File: config.mk
export PLATFORM = sky130hd
export DESIGN_NAME = ref_delay_line
export DESIGN_NICKNAME = d
export VERILOG_FILES = /design/src/rtl/ber_pkg.sv /design/src/rtl/ref_delay_line.sv
export SDC_FILE = /design/constraint.sdc
export NUM_CORES = 1
export LEC_CHECK = 0
export ABC_CLOCK_PERIOD_IN_PS = 1200
export CAP_MARGIN = 20
export CORE_MARGIN = 5
export CORE_UTILIZATION = 51
export CTS_CLUSTER_SIZE = 30
export DETAILED_ROUTE_END_ITERATION = 8
export GPL_ROUTABILITY_DRIVEN = 0
export PLACE_DENSITY = 0.74
export SLEW_MARGIN = 10
export SYNTH_ARGS = -nofsm -noshare
export SYNTH_HDL_FRONTEND = slang
export SYNTH_SLANG_ARGS = --single-unit
File: constraint.sdc
create_clock -name clk -period 1.2 [get_ports clk]
set_input_delay 0.18 -clock clk [delete_from_list [all_inputs] [get_ports clk]]
set_output_delay 0.18 -clock clk [all_outputs]
set_load 0.03 [all_outputs]
File: src/rtl/ber_pkg.sv
// Shared definitions for the BER checker: state encoding, default sizing
// and the saturating increment used for the cumulative error count.
package ber_pkg;

    typedef enum logic {
        SEARCH = 1'b0,
        LOCK   = 1'b1
    } ber_state_e;

    localparam int unsigned DEF_MAX_DLY  = 32;
    localparam int unsigned DEF_DLY_W    = 5;
    localparam int unsigned DEF_SYNC_WIN = 64;
    localparam int unsigned DEF_SYNC_THR = 2;
    localparam int unsigned DEF_MEAS_WIN = 1024;
    localparam int unsigned DEF_LOSS_THR = 128;
    localparam int unsigned DEF_CNT_W    = 16;

    function automatic logic [31:0] sat_inc(input logic [31:0] v);
        return (v == 32'hFFFF_FFFF) ? v : v + 32'd1;
    endfunction

endpackage

File: src/rtl/ref_delay_line.sv
// PN reference history with a selectable tap; tap 0 is the live reference bit,
// tap d is the reference bit from d strobes earlier.
module ref_delay_line
    import ber_pkg::*;
#(
    parameter int unsigned MAX_DLY = DEF_MAX_DLY,
    parameter int unsigned DLY_W   = DEF_DLY_W
) (
    input  logic             clk,
    input  logic             rst,
    input  logic             bit_en,
    input  logic             ref_bit,
    input  logic [DLY_W-1:0] delay,
    output logic             tap_bit
);

    logic [MAX_DLY-2:0] hist_q;
    logic [MAX_DLY-2:0] hist_d;
    logic [MAX_DLY-1:0] taps;

    always_comb begin
        taps    = {hist_q, ref_bit};
        tap_bit = taps[delay];
        hist_d  = hist_q;
        if (bit_en) begin
            hist_d = taps[MAX_DLY-2:0];
        end
    end

    always_ff @(posedge clk) begin
        if (rst) begin
            hist_q <= '0;
        end else begin
            hist_q <= hist_d;
        end
    end

endmodule

---- Yosys cells after proc, flatten, opt, wreduce, memory -nomap -nowiden ----
Cells that the tools add are included.
operators by class
  $lt $le $gt $ge ......................... 1
  multiplexer cells ....................... 2
operators by type and width
  operator                                             count
  < comparator 5 x 6 -> 1 bit (second input constant)  1
  binary-select mux 1 bit (select 5 bit)               1
  2-to-1 mux 1 bit                                     1
storage, ports and cells
  register bits after elaboration ......... 31
  input bits .............................. 9

---- Logic depth before layout (Yosys ltp) ----
  word-level depth ........................ 2
  depth in mapped cells ................... 7

---- Least setup slack after synthesis ----
No wires, ideal clock.
  path type ............................... input to output
  start point ............................. input port delay[1]
  end point ............................... output port tap_bit
  arrival time ............................ 1192 ps
  slack ................................... -172 ps
  stages on the path ...................... 7
  buffers on the path ..................... 2
  path through ............................ buf_6 > buf_12 > mux2i_1 > a22oi_1 > nand3_1 > nand2_1 > a311o_1
between the ends
  longest elaborated chain between the ends .. 2
ends and longest elaborated chain
  item                                    RTL line              text
  from (decl)                             ref_delay_line.sv:13  input logic [DLY_W-1:0] delay,
  binary-select mux 1 bit (select 5 bit)  ref_delay_line.sv:23  tap_bit = taps[delay];
  2-to-1 mux 1 bit (implied by the code)  ref_delay_line.sv:23
  to (decl)                               ref_delay_line.sv:14  output logic tap_bit
Every way passes these cells. The select of a mux whose other input is x is not followed.

---- Worst setup path in the final report ----
Ends and elaborated chain as after synthesis.

==> impl_metrics.env <==
export IMPL_post_drt_wl_per_cell_um=13.91
export IMPL_fmaxAchievable_mhz=570.9
export IMPL_antenna_cells=0
export IMPL_cp_buffers_inverters=4
export IMPL_grt_start_max_net_pins=32
export IMPL_setup_worst_path_end_class="output pin"
export IMPL_synthArstFlopShare_pct=0
export IMPL_critPathMaxFanout=7
export IMPL_seq_area_frac_synth_pct=44.25
export IMPL_cp_top_family="buffers and inverters"
export IMPL_drt_initial_drc_count=30
export IMPL_timing_final_max_slew_violations=0
export IMPL_placement_rows=19
export IMPL_unrepaired_setup_endpoints_after_global_routing="true"
export IMPL_largest_family_of_logic_cells_by_synthesized_area="multiplexers"
export IMPL_cts_tree="built"
export IMPL_core_area_um2=2686
export IMPL_clock_tree_buffer_depth=2
export IMPL_pre_cts_ws_ps=-1267
export IMPL_largest_register_ff_count=31
export IMPL_violations="negative setup slack"
export IMPL_max_slew_worst_pin_slew_ps=216.5
export IMPL_synth_simple_gate_area_share_pct=13.38
export IMPL_biggest_cell_delay_along_the_critical_path_ps=410
export IMPL_final_core_utilization_pct=68.51
export IMPL_ratio_of_cells_with_drive_above_1_in_the_final_layout_pct=27.47
export IMPL_insertion_delay_ps=330
export IMPL_detail_route_drc_violations=0
export IMPL_die_area_um2=3899
export IMPL_post_cts_hold_buffer_count=0
export IMPL_biggestRegsByFlops="hist_q (31)"
export IMPL_drt_wl_total_mm=2.962
export IMPL_hpwl_mm=2.130
export IMPL_placed_cells=203
export IMPL_status="complete, but fails checks"
export IMPL_detail_route_antenna_nets=0
export IMPL_total_power_uw=1943
export IMPL_worstPathRequired_ps=1020
export IMPL_final_period_minus_worst_setup_slack_ps=1752
export IMPL_synth_cell_area_um2=1403
export IMPL_grt_total_usage_pct=17.20
export IMPL_die_height_um=62.44
export IMPL_crit_path_start="delay[1]"
export IMPL_synth_fa_ha_area_share_pct=0
export IMPL_area_growth_from_synthesis_to_layout_pct=31.22
export IMPL_start_util_pct=52.21
export IMPL_grt_pass1_vias=1185
export IMPL_overflow=0
export IMPL_setup_violations=1
export IMPL_postSynth_topFlopCell="sky130_fd_sc_hd__dfxtp_1"
export IMPL_h_tree_depth=2
export IMPL_power_leakage_uw=0.0008850
export IMPL_clock_sink_count=31
export IMPL_reg2reg_from="hist_q[17]"
export IMPL_cp_data_arrival_time_ps=1570
export IMPL_vias=1129
export IMPL_synth_edf_count=0
export IMPL_avgViaCountPerCell=5.300
export IMPL_critical_path_cell_chain="dlygate4sd2_1, buf_6, buf_12, mux2i_1, a211oi_1, a311o_2, buf_6"
export IMPL_worst_path_most_repeated_cell="sky130_fd_sc_hd__buf_6"
export IMPL_r2r_slack_ps=400
export IMPL_yosys_cell_types_count=18
export IMPL_instances_no_fill=213
export IMPL_synth_compound_area_share_pct=4.460
export IMPL_synth_xor_area_share_pct=0
export IMPL_setup_total_negative_slack_ps=-551.6
export IMPL_fin_ws_ps=-551.6
export IMPL_ratio_of_total_power_to_cell_area_nw_per_um2=1056
export IMPL_numPortBuffers=9
export IMPL_post_synth_cell_area_avg_um2=9.947
export IMPL_hold_path_startpoint="bit_en"
export IMPL_synthesis_instances=141
export IMPL_synth_ff_latch_count=31
export IMPL_post_synth_mux_area_share_pct=33.54
export IMPL_clk_root_buffer_cell="sky130_fd_sc_hd__clkbuf_4"
export IMPL_floorplan_io_pins=10
export IMPL_min_path_type="input port to flip-flop"
export IMPL_relSlewSlack_pct=85.16
export IMPL_grt_first_pass_wirelength_mm=5.285
export IMPL_clkSlewWorstSetupHoldPaths_ps=90
export IMPL_syn_nets=150
export IMPL_cts_buffers_inserted=5
export IMPL_yosys_warnings=0
export IMPL_finalNetCount=190
export IMPL_grt_antenna_before_repair=0
export IMPL_crit_path_start_kind="input port"
export IMPL_slowest_cell_on_the_critical_path="sky130_fd_sc_hd__a311o_2"
export IMPL_irDropWorstVdd_v=0.0008958
export IMPL_largest_register="hist_q"
export IMPL_worst_setup_path_type="input port to output pin"
export IMPL_drt_pre_antenna_iters=4
export IMPL_maxCapViolCount=0
export IMPL_min_period_over_period_pct=146.0
export IMPL_final_hold_violation_count=0
export IMPL_die_w_um=62.44
export IMPL_skew_final_ps=10.50
==> cell usage in the layout, fill, tap and decap left out, drive strengths merged <==
cell type	synthesis	final
a311o	1	1
nand2	6	6
nor2	32	32
buf	5	35
a21oi	3	3
and2	1	1
nand2b	1	1
clkdlybuf4s50	0	4
clkinvlp	0	1
mux2i	47	47
and2b	1	1
a22oi	4	4
nand3	2	2
a211oi	1	1
nand4b	1	1
dlygate4sd2	0	3
dfxtp	31	31
clkbuf	4	7
nor2b	1	1
==> per-stage QoR <==
step / cell area, µm² / hold slack [ps]
6_report: 1841 / 390.0
5_1_grt: 1841 / 397.8
3_5_place_dp: 1724 / 515.2
2_1_floorplan: 1404 / 252.4
3_3_place_gp: 1724 / 480.0
4_1_cts: 1817 / 373.2
==> power by group <==
part,internal (µW),total [µW],switching [µW],leakage [µW]
combinational,110,214,104,0.000596
clock,342,694,352,0.0000375
sequential,1030,1030,2.45,0.000251
total,1480,1940,459,0.000885
==> worst register-to-register path, cell delays in order, from the launching register on <==
cell,delay (ps)
sky130_fd_sc_hd__dfxtp_1,330
sky130_fd_sc_hd__buf_4,130
sky130_fd_sc_hd__mux2i_1,170
sky130_fd_sc_hd__nor2_1,70
==> area by class of cell <==
cell class | instances | area (µm²)
Sequential cell | 31 | 624.3
Timing Repair Buffer | 42 | 375.4
Multi-Input combinational cell | 101 | 729.5
Clock inverter | 1 | 7.507
Fill cell | 200 | 845.8
Clock buffer | 7 | 65.06
Tap cell | 31 | 38.79
==> worst paths after layout <==
check                    end  cells after the start
setup reg to reg  hist_q[18]                      3
hold reg to reg   hist_q[30]                      2
setup / recovery     tap_bit                      7
hold / removal     hist_q[8]                      4
==> cells in the mapped netlist (2+ instances only) <==
library cell / n / share of area, %
sky130_fd_sc_hd__mux2i_1: 47 / 34
sky130_fd_sc_hd__nor2_1: 32 / 8.6
sky130_fd_sc_hd__dfxtp_1: 31 / 44
sky130_fd_sc_hd__nand2_1: 6 / 1.6
sky130_fd_sc_hd__a22oi_1: 4 / 2.1
sky130_fd_sc_hd__clkbuf_1: 4 / 1.1
sky130_fd_sc_hd__a21oi_1: 3 / 1.1
sky130_fd_sc_hd__buf_2: 3 / 1.1
sky130_fd_sc_hd__nand3_1: 2 / 0.71
==> timing repair <==
action	in CTS	in global routing
gates resized for setup	17	1
buffers inserted	1	1
pin swaps	5	1
gates cloned	0	0
setup endpoints to repair	1	1
==> kinds of logic after synthesis <==
kind of cell,Yosys count
muxes,47
and+or+nand+nor,45
buffers and inverters,9
AOI/OAI and AO/OA,9
DFF,31
==> per-layer routing <==
metal | part of all wire (%) | up-vias | GRT usage, %
met4 | 1.6 | 0 | 8.488
li1 | - | 570 | -
met1 | 45 | 537 | 19.96
met5 | 0 | - | 0
met3 | 3.1 | 4 | 5.755
met2 | 50 | 18 | 28.11
Power figures use the tool's default switching activity.
==> patch, RTL diff (same settings) <==
Register the input `delay` before use, with the module's reset. The logic sees it one clock later. The other inputs are not delayed to match.
--- a/src/rtl/ref_delay_line.sv
+++ b/src/rtl/ref_delay_line.sv
@@ -16,2 +16,12 @@
 
+    logic [DLY_W-1:0] delay_q;
+
+    always_ff @(posedge clk) begin
+        if (rst) begin
+            delay_q <= '0;
+        end else begin
+            delay_q <= delay;
+        end
+    end
+
     logic [MAX_DLY-2:0] hist_q;
@@ -22,3 +32,3 @@
         taps    = {hist_q, ref_bit};
-        tap_bit = taps[delay];
+        tap_bit = taps[delay_q];
         hist_d  = hist_q;
Behaviour: not the same (Yosys sat finds a counterexample within 4 cycles, from zero or initial values and one cycle with rst high).
==> patch against the unedited design <==
The run still ends with setup timing left. Worst setup slack lost 0.25 ns. Final area grew 6.1%. Synthesized area grew 9.6%. Sequential cell count grew 5. Total power grew 3.0%. Cell count grew 4.7%. Synthesized cell count grew 7.8%. Wire length shrank 0.51%. Largest cell class unchanged.
==> patch: results (changes against the unedited design) <==
outcome complete, but fails checks (unchanged); failing checks setup timing (unchanged); vias per inst 5.19 (was 5.30); initial DRC count 39 (was 30); Clk pin slew, worst setup/hold paths 0.11 ns (was 0.09 ns); top post-synthesis cells by area dfxtp_1 47%, mux2i_1 31%, nor2_1 7.8% (was dfxtp_1 44%, mux2i_1 34%, nor2_1 8.6%); DRT Pass-1 Iters 6 (was 4); commonest cells in the netlist 47 x mux2i_1, 36 x dfxtp_1, 32 x nor2_1, 6 x nand2_1, 6 x nor2b_1 (was 47 x mux2i_1, 32 x nor2_1, 31 x dfxtp_1, 6 x nand2_1); Final WS setup -0.806 ns (was -0.552 ns); Critical R2R Capture hist_q[26]$_SDFFE_PP0P_ (was hist_q[18]$_SDFFE_PP0P_); Nets 199 (was 190); P_leak 0.868 nW (was 0.885 nW); Mapped Cells 152 (was 141); DP HPWL 2250 um (was 2130 um); setup violators final 1 (unchanged); measured slew at the worst slew-check pin 0.300 ns (was 0.216 ns); Crit Path Max Fanout 8 (was 7); WL/cell 13.2 um (was 13.9 um); Post-Route Skew 0.00957 ns (was 0.0105 ns); Setup Fix Bufs, Post-CTS 0 (was 1); sequential area share after synthesis 0.469 (was 0.442); Largest regs hist_q (31), delay_q (5) (was hist_q (31)); post-synth cell types 19 (was 18); syn nets 161 (was 150); layout cells sized above 1 0.242 (was 0.275)
==> patch: changes by cell type after synthesis <==
cell     before  now
buf_1         0    1
dfxtp_1      31   36
nor2b_1       1    6
==> patch: what timing repair did <==
item                       4_1_cts  5_1_grt
setup endpoints to repair        1        1
pin swaps                        3        4
hold buffers                     0        0
resized for setup               10        6
==> patch: metal layers <==
layer,routed length [um],vias to the layer above
li1,-,603
met1,1340,534
met3,104,0
met4,0,0
met2,1500,21
met5,0,-
==> patch: worst min-delay path by stage <==
stage / end / slack (ns)
4_1_cts: hist_q[4]$_SDFFE_PP0P_ / 0.37
5_1_grt: delay_q[3]$_SDFF_PP0_ / 0.37
2_1_floorplan: delay_q[0]$_SDFF_PP0_ / 0.31
6_report: hist_q[21]$_SDFFE_PP0P_ / 0.39
3_3_place_gp: hist_q[30]$_SDFFE_PP0P_ / 0.48
3_5_place_dp: hist_q[29]$_SDFFE_PP0P_ / 0.52
==> patch: worst max-delay path, cell delays in order (launching register included) <==
cell and delay, ns:
dfxtp_4 0.38, buf_12 0.14, mux2i_4 0.23, a22oi_1 0.11, nand3_1 0.08, nand2_1 0.05, a311o_2 0.36, buf_6 0.14
==> patch: cell families (layout without fill, tap and decap cells) <==
| kind of cell | after synthesis | after routing | share of synthesized area |
|---|---|---|---|
| buf+inv | 10 | 48 | 0.0423 |
| flops | 36 | 36 | 0.469 |
| compound gates | 9 | 9 | 0.0407 |
| simple gates | 50 | 50 | 0.142 |
| mux | 47 | 47 | 0.306 |
==> patch: area by class of cell <==
type / instances / area, um2 / area share
Clock buffer: 6 / 41.3 / 0.0211
Clock inverter: 1 / 5.00 / 0.00256
Multi-Input combinational cell: 106 / 786 / 0.402
Sequential cell: 36 / 724 / 0.371
Tap cell: 33 / 41.3 / 0.0211
Timing Repair Buffer: 41 / 355 / 0.182
==> patch: where the power goes <==
| part | switching [mW] | internal, mW | total, mW |
|---|---|---|---|
| clock | 0.353 | 0.216 | 0.568 |
| sequential | 0.0109 | 1.21 | 1.22 |
| combinational | 0.102 | 0.114 | 0.216 |
==> patch: per-stage QoR <==
stage / total power, mW / util / setup WS, ns
2_1_floorplan: 1.39 / - / -0.307
3_3_place_gp: 1.44 / 0.626 / -0.863
3_5_place_dp: 1.45 / 0.626 / -0.896
4_1_cts: 2.02 / 0.645 / -0.774
5_1_grt: 2.11 / 0.656 / -0.895
6_report: 2.00 / 0.656 / -0.806
